--- src/rtl/uart_rx_deframer_if.sv ---
// Receive-side bus of the UART deframer: serial line in, FIFO write port and
// flow-control out. The deframer uses the master view, the FIFO side uses slave.
interface uart_rx_deframer_if #(
    parameter int DATA_BITS = 8
);
    logic                 Rx;
    logic                 FIFO_Full;
    logic                 RTS;
    logic [DATA_BITS-1:0] Data_Out;
    logic                 Data_Rdy;
    logic [2:0]           Rx_Error;
    logic                 Rx_Overrun;
    logic                 Rx_Busy;

    modport master (
        input  Rx, FIFO_Full,
        output RTS, Data_Out, Data_Rdy, Rx_Error, Rx_Overrun, Rx_Busy
    );

    modport slave (
        output Rx, FIFO_Full,
        input  RTS, Data_Out, Data_Rdy, Rx_Error, Rx_Overrun, Rx_Busy
    );
endinterface

--- src/rtl/uart_rx_deframer.sv ---
// UART receive deframer: synchronises Rx, finds the start bit, samples each
// bit at its centre, then hands the word to the receive FIFO as a one-cycle
// strobe with break/parity/frame flags. RTS follows FIFO back-pressure.
module uart_rx_deframer #(
    parameter int SYSCLK_RATE  = 100000000,
    parameter int BAUD_RATE    = 9600,
    parameter int DATA_BITS    = 8,
    parameter int PARITY_BIT   = 1,
    parameter int STOP_BITS    = 2,
    parameter int CLKS_PER_BIT = SYSCLK_RATE / BAUD_RATE
) (
    input  logic                  SysClk,
    input  logic                  Rst,
    uart_rx_deframer_if.master    bus
);
    localparam int CNT_W = $clog2(CLKS_PER_BIT);
    localparam int IDX_W = $clog2(DATA_BITS) + 1;

    typedef enum logic [2:0] {
        IDLE, START, DATA, PARITY, STOP, DELIVER, LINE_WAIT
    } state_t;

    state_t               state;
    state_t               state_nxt;
    logic [1:0]           sync;
    logic                 rxs;
    logic [CNT_W-1:0]     cnt;
    logic [IDX_W-1:0]     idx;
    logic [DATA_BITS-1:0] shift;
    logic                 par_err;
    logic                 stop_err;
    logic                 any_one;
    logic                 last_stop;
    logic                 sample_en;
    logic                 mid_hit;
    logic                 end_hit;
    logic                 brk;
    logic                 stop_bad;
    logic                 rts;
    logic [DATA_BITS-1:0] data_out;
    logic                 data_rdy;
    logic [2:0]           rx_error;
    logic                 overrun;

    assign rxs      = sync[1];
    assign mid_hit  = (cnt == CNT_W'(CLKS_PER_BIT / 2 - 1));
    assign end_hit  = (cnt == CNT_W'(CLKS_PER_BIT - 1));
    assign brk      = !any_one && !rxs;
    assign stop_bad = stop_err || !rxs;

    // Two-flop synchroniser for the asynchronous Rx line, idling high
    always_ff @(posedge SysClk or negedge Rst) begin
        if (!Rst) sync <= 2'b11;
        else      sync <= {sync[0], bus.Rx};
    end

    // State register
    always_ff @(posedge SysClk or negedge Rst) begin
        if (!Rst) state <= IDLE;
        else      state <= state_nxt;
    end

    // Next-state decode and bit-centre sample enables
    always_comb begin
        state_nxt = state;
        sample_en = 1'b0;
        case (state)
            IDLE:      if (!rxs) state_nxt = START;
            START:     if (mid_hit) state_nxt = rxs ? IDLE : DATA;
            DATA: begin
                if (end_hit) begin
                    sample_en = 1'b1;
                    if (idx == IDX_W'(DATA_BITS - 1))
                        state_nxt = (PARITY_BIT != 0) ? PARITY : STOP;
                end
            end
            PARITY: begin
                if (end_hit) begin
                    sample_en = 1'b1;
                    state_nxt = STOP;
                end
            end
            STOP: begin
                if (end_hit) begin
                    sample_en = 1'b1;
                    if (idx == IDX_W'(STOP_BITS - 1)) state_nxt = DELIVER;
                end
            end
            DELIVER:   state_nxt = last_stop ? IDLE : LINE_WAIT;
            LINE_WAIT: if (rxs && end_hit) state_nxt = IDLE;
            default:   state_nxt = IDLE;
        endcase
    end

    // Bit-period counter and per-state bit index; both restart on every state change
    always_ff @(posedge SysClk or negedge Rst) begin
        if (!Rst) begin
            cnt <= '0;
            idx <= '0;
        end else begin
            if (state_nxt != state)
                cnt <= '0;
            else if (state == IDLE || state == DELIVER || end_hit ||
                     (state == LINE_WAIT && !rxs))
                cnt <= '0;
            else
                cnt <= cnt + 1'b1;

            if (state_nxt != state)
                idx <= '0;
            else if (sample_en)
                idx <= idx + 1'b1;
        end
    end

    // Frame capture: shift in data, track parity, stop and break evidence
    always_ff @(posedge SysClk or negedge Rst) begin
        if (!Rst) begin
            shift     <= '0;
            par_err   <= 1'b0;
            stop_err  <= 1'b0;
            any_one   <= 1'b0;
            last_stop <= 1'b1;
        end else if (state == IDLE && state_nxt == START) begin
            par_err  <= 1'b0;
            stop_err <= 1'b0;
            any_one  <= 1'b0;
        end else if (sample_en) begin
            any_one <= any_one | rxs;
            case (state)
                DATA:    shift <= DATA_BITS'({shift, rxs});
                PARITY:  par_err <= rxs ^ (^shift);
                STOP: begin
                    stop_err  <= stop_err | ~rxs;
                    last_stop <= rxs;
                end
                default: ;
            endcase
        end
    end

    // Delivery: loaded on the last stop sample so the strobe occupies the DELIVER cycle
    always_ff @(posedge SysClk or negedge Rst) begin
        if (!Rst) begin
            data_out <= '0;
            data_rdy <= 1'b0;
            rx_error <= 3'b000;
            overrun  <= 1'b0;
            rts      <= 1'b0;
        end else begin
            rts      <= ~bus.FIFO_Full;
            data_rdy <= 1'b0;
            overrun  <= 1'b0;
            if (state == STOP && state_nxt == DELIVER) begin
                if (!bus.FIFO_Full) begin
                    data_rdy <= 1'b1;
                    data_out <= shift;
                    rx_error <= brk ? 3'b001 : {stop_bad, par_err, 1'b0};
                end else begin
                    overrun <= 1'b1;
                end
            end
        end
    end

    assign bus.RTS        = rts;
    assign bus.Data_Out   = data_out;
    assign bus.Data_Rdy   = data_rdy;
    assign bus.Rx_Error   = rx_error;
    assign bus.Rx_Overrun = overrun;
    assign bus.Rx_Busy    = (state != IDLE);
endmodule

--- src/flat_wrapper.sv ---
// flat-port wrapper written by rule: the top's interface ports become plain ports
module uart_rx_deframer_flat 
#(
    parameter int SYSCLK_RATE  = 100000000,
    parameter int BAUD_RATE    = 9600,
    parameter int DATA_BITS    = 8,
    parameter int PARITY_BIT   = 1,
    parameter int STOP_BITS    = 2,
    parameter int CLKS_PER_BIT = SYSCLK_RATE / BAUD_RATE
)
  (SysClk, Rst, bus_Rx, bus_FIFO_Full, bus_RTS, bus_Data_Out, bus_Data_Rdy, bus_Rx_Error, bus_Rx_Overrun, bus_Rx_Busy);
  uart_rx_deframer_if #(.DATA_BITS(DATA_BITS)) bus_i ();
  input  logic SysClk;
  input  logic Rst;
  input wire logic [$bits(bus_i.Rx)-1:0] bus_Rx;
  input wire logic [$bits(bus_i.FIFO_Full)-1:0] bus_FIFO_Full;
  output wire logic [$bits(bus_i.RTS)-1:0] bus_RTS;
  output wire logic [$bits(bus_i.Data_Out)-1:0] bus_Data_Out;
  output wire logic [$bits(bus_i.Data_Rdy)-1:0] bus_Data_Rdy;
  output wire logic [$bits(bus_i.Rx_Error)-1:0] bus_Rx_Error;
  output wire logic [$bits(bus_i.Rx_Overrun)-1:0] bus_Rx_Overrun;
  output wire logic [$bits(bus_i.Rx_Busy)-1:0] bus_Rx_Busy;
  assign bus_i.Rx = bus_Rx;
  assign bus_i.FIFO_Full = bus_FIFO_Full;
  assign bus_RTS = bus_i.RTS;
  assign bus_Data_Out = bus_i.Data_Out;
  assign bus_Data_Rdy = bus_i.Data_Rdy;
  assign bus_Rx_Error = bus_i.Rx_Error;
  assign bus_Rx_Overrun = bus_i.Rx_Overrun;
  assign bus_Rx_Busy = bus_i.Rx_Busy;
  uart_rx_deframer #(.SYSCLK_RATE(SYSCLK_RATE), .BAUD_RATE(BAUD_RATE), .DATA_BITS(DATA_BITS), .PARITY_BIT(PARITY_BIT), .STOP_BITS(STOP_BITS), .CLKS_PER_BIT(CLKS_PER_BIT)) u_core (.SysClk(SysClk), .Rst(Rst), .bus(bus_i));
endmodule
--- config.mk ---
export PLATFORM = sky130hd
export DESIGN_NAME = uart_rx_deframer_flat
export DESIGN_NICKNAME = d
export VERILOG_FILES = /design/src/rtl/uart_rx_deframer_if.sv /design/src/rtl/uart_rx_deframer.sv /design/src/flat_wrapper.sv
export SDC_FILE = /design/constraint.sdc
export NUM_CORES = 1
export LEC_CHECK = 0
export CORE_ASPECT_RATIO = 1.75
export CORE_MARGIN = 3
export CORE_UTILIZATION = 60
export CTS_BUF_LIST = sky130_fd_sc_hd__clkbuf_8
export CTS_CLUSTER_SIZE = 30
export DETAILED_ROUTE_END_ITERATION = 8
export GPL_TIMING_DRIVEN = 0
export PLACE_DENSITY_LB_ADDON = 0.08
export SLEW_MARGIN = 5
export SYNTH_ARGS = -nofsm -noshare
export SYNTH_HDL_FRONTEND = slang
export SYNTH_SLANG_ARGS = --single-unit
export TNS_END_PERCENT = 5
--- constraint.sdc ---
create_clock -name SysClk -period 2.6 [get_ports SysClk]
set_input_delay 0.52 -clock SysClk [delete_from_list [all_inputs] [get_ports SysClk]]
set_output_delay 0.52 -clock SysClk [all_outputs]
set_load 0.02 [all_outputs]
==> flow_summary.json, run 1 <==
{
  "total_power_w": 0.00122,
  "postRouteAntennaNets": 0,
  "synth-simple-area-share_pct": 18.0,
  "antenna-diode-count": 0,
  "grt_use_total_pct": 22.8,
  "mappedNetlistNets": 215,
  "synth-warning-count": 0,
  "layout_min_cycle_time_ps": 2460,
  "synth_async_sr_flop_share_pct": 100,
  "cts.htree.levels": 2,
  "synth_ff_type": "dfrtp_1",
  "critical_path.max_stage_delay_ps": 550,
  "ys_types": 44,
  "vdd_drop_max_mv": 0.414,
  "report.final.hold_viol_count": 0,
  "max_freq_ghz": 0.407,
  "finalClockSkew_ps": 3.02,
  "post_synth_xor_area_fraction_pct": 8.64,
  "max_slew_violation_count": 0,
  "core_area_sq_um": 3660,
  "setup.reg_to_reg.worst_slack_ps": 210,
  "ys_ff_latch": 49,
  "cp_max_fo": 10,
  "grt_overflow": 0,
  "crit_path_cell_trace": "clkbuf_1 -> or3_1 -> clkdlybuf4s50_1",
  "num_vias": 1648,
  "routed_wire_length_per_instance_um": 16.4,
  "powerDensity_nw_per_um2": 457,
  "worst_r2r_startpoint": "u_core.cnt[0]$_DFF_PN0_",
  "core.rowCount": 29,
  "cts_setup_buffers": 0,
  "initial_utilization_pct": 63.6,
  "crit_required_ps": 2080,
  "synthesis.area_sq_um": 2330,
  "numCtsBuffers": 5,
  "final_layout_size_suffix_gt1_share_pct": 12.3,
  "buffer_ports.inserted": 18,
  "maxCapViolCount": 0,
  "post_synth_edffs": 0,
  "arrival_ps": 1940,
  "ys_seq_area_share_pct": 52.8,
  "cts_num_sinks": 49,
  "postCtsHoldBufs": 0,
  "wire_length_of_the_first_global_routing_pass_mm": 7.70,
  "critPathLaunchType": "register",
  "drt-pass1-iter-count": 4,
  "worstSetupEndpointType": "primary output",
  "post_synthesis_compound_gate_area_fraction_pct": 6.28,
  "place_congestion": 0.842,
  "worst_setup_hold_path_clk_slew_ps": 80,
  "drc_errors": 0,
  "first_global_vias": 1757,
  "leakage_nw": 1.25,
  "post_synth_mux_area_share_pct": 10.1,
  "drt-total-wl_mm": 4.60,
  "timing.max_slew.rel_slack_pct": 68.8,
  "clock_tree_from_tritoncts": "yes",
  "period_share_pct": 94.5,
  "largest_net_degree_at_the_start_of_global_routing": 32,
  "nets": 241,
  "antenna_found_initial": 0,
  "combinational_family_with_the_most_area_after_synthesis": "simple AND/OR/NAND/NOR gates",
  "drt-vias-per-instance": 5.86,
  "netlist_instances": 208,
  "crit_slowest_cell": "clkdlybuf4s50_1",
  "worstMarginPinSlew_ps": 468,
  "final-setup-viol-count": 0,
  "adder_cell_share_of_the_synthesized_area_pct": 1.61,
  "cp-startpoint": "u_core.state[0]$_DFF_PN0_",
  "die_w_um": 53.1,
  "flow.area_growth_from_synthesis_pct": 14.4,
  "boundary_pins": 19,
  "worstSkewPairLatency_ps": 300,
  "path_buf_inv": 2,
  "critical_path.top_delay_family": "buffers and inverters",
  "cts.root.buffer_cell": "clkbuf_8",
  "final_core_utilization_pct": 72.8,
  "unrepaired_setup_endpoints_after_global_routing": "false",
  "status": "finished clean",
  "synth.avg_cell_area_sq_um": 11.2,
  "initialDrtViolationCount": 53,
  "dieHeight_um": 88.5,
  "dp_hpwl_mm": 3.46,
  "design.die.area_sq_um": 4700,
  "cts.path.max_buffers": 2,
  "worst-setup-path-type": "reg2out",
  "hold_class": "in2async",
  "post_cts_resize_count": 0
}
[worst register-to-register path, stage by stage, from the launching register on]
cell	delay [ps]
dfrtp_1	400
ha_1	240
and4_1	250
nand4_1	140
or4_4	530
nor3_2	200
buf_6	200
mux2_1	330
[flip-flops by register name, indices dropped and copies added, names as in the netlist]
register / flops
u_core.cnt: 14
u_core.any_one: 1
u_core.stop_err: 1
u_core.shift: 8
u_core.bus.Rx_Overrun: 1
u_core.bus.Data_Rdy: 1
u_core.state: 3
u_core.sync: 2
u_core.bus.Data_Out: 8
u_core.par_err: 1
u_core.bus.Rx_Error: 3
u_core.bus.RTS: 1
u_core.idx: 4
u_core.last_stop: 1
[final timing paths]
check	endpoint	cells after the start
max	bus_Rx_Busy	3
min	u_core.bus.Data_Rdy$_DFF_PN0_	1
max reg2reg	u_core.bus.Data_Out[2]$_DFFE_PN0P_	7
min reg2reg	u_core.sync[1]$_DFF_PN1_	0
max in group asynchronous	u_core.last_stop$_DFFE_PN1P_	2
min in group SysClk	u_core.sync[1]$_DFF_PN1_	0
[cell families (layout without fill, tap and decap cells)]
| logic type | Yosys count | count (layout) |
|---|---|---|
| simple gates | 76 | 76 |
| flops | 49 | 49 |
| xor+xnor | 23 | 23 |
| compound gates | 22 | 22 |
| mux | 21 | 21 |
| buf+inv | 14 | 41 |
| fa+ha+maj | 3 | 3 |
[cell usage after synthesis (all sizes together) (4+ instances only)]
cell type | n | area (sq um)
nor3 | 4 | 25.0
clkbuf | 7 | 26.3
and3 | 6 | 37.5
nand3 | 6 | 30.0
inv | 5 | 18.8
dfrtp | 46 | 1150
xor2 | 11 | 96.3
nor2 | 25 | 93.8
a21oi | 8 | 40.0
nand2 | 10 | 37.5
mux2 | 20 | 225
xnor2 | 12 | 105
o21ai | 4 | 20.0
[final cells by class]
type,instances,area (sq um)
plain buffers,9,42.5
clock buffers,5,68.8
clock inverters,3,13.8
fillers,257,998
inverters,5,18.8
multi-input cells,145,1040
flip-flops and latches,49,1230
well taps,46,57.6
repair buffers,19,195
[layout by cell type, fill, tap and decap left out, types with 4 or more instances in the layout]
cell             count
nand3_1              6
xor2_1              11
and3_1               6
dfrtp_1             46
xnor2_1             12
mux2_2              11
clkbuf_8             5
o21ai_0              4
clkdlybuf4s50_1     17
nor2_1              25
a21oi_1              8
clkbuf_1             7
inv_1                6
mux2_1               9
nand2_1             10
[layer usage]
layer / up-vias / share of wire [%] / track usage, %
li1: 777 / - / -
met1: 808 / 35 / 21.9
met2: 49 / 58 / 43.4
met3: 14 / 3.7 / 4.89
met4: 0 / 3.4 / 11.6
met5: - / 0 / 0
[stage by stage]
stage	instance area, sq um	hold WS [ps]	TNS, ps	instances	worst slack (ps)
2_1_floorplan	2330	224	0	208	445
4_1_cts	2670	149	0	281	156
6_report	2670	149	0	281	144
5_1_grt	2670	146	0	281	58.0
3_3_place_gp	2570	347	-10930	272	-240
3_5_place_dp	2580	356	0	273	211
[power by group]
group          internal, W  switching [W]
registers         0.000765    0.000000882
logic           0.00000994      0.0000224
clock network     0.000183       0.000237
No activity file was read; power rests on OpenSTA's default activity.
==> run 2, diff against run 1 <==
--- a/config.mk
+++ b/config.mk
@@ -5,6 +5,7 @@
 export SDC_FILE = /design/constraint.sdc
 export NUM_CORES = 1
 export LEC_CHECK = 0
+export ABC_CLOCK_PERIOD_IN_PS = 2600
 export CORE_ASPECT_RATIO = 1.75
 export CORE_MARGIN = 3
 export CORE_UTILIZATION = 60
==> results of run 2 <==
Final layout, timing and power as in run 1 (identical DEF).
==> run 3, diff against run 2 <==
--- a/config.mk
+++ b/config.mk
@@ -10,6 +10,7 @@
 export CORE_MARGIN = 3
 export CORE_UTILIZATION = 60
 export CTS_BUF_LIST = sky130_fd_sc_hd__clkbuf_8
+export CTS_CLUSTER_DIAMETER = 50
 export CTS_CLUSTER_SIZE = 30
 export DETAILED_ROUTE_END_ITERATION = 8
 export GPL_TIMING_DRIVEN = 0
==> results of run 3 <==
Final layout, timing and power as in run 1 (identical DEF).
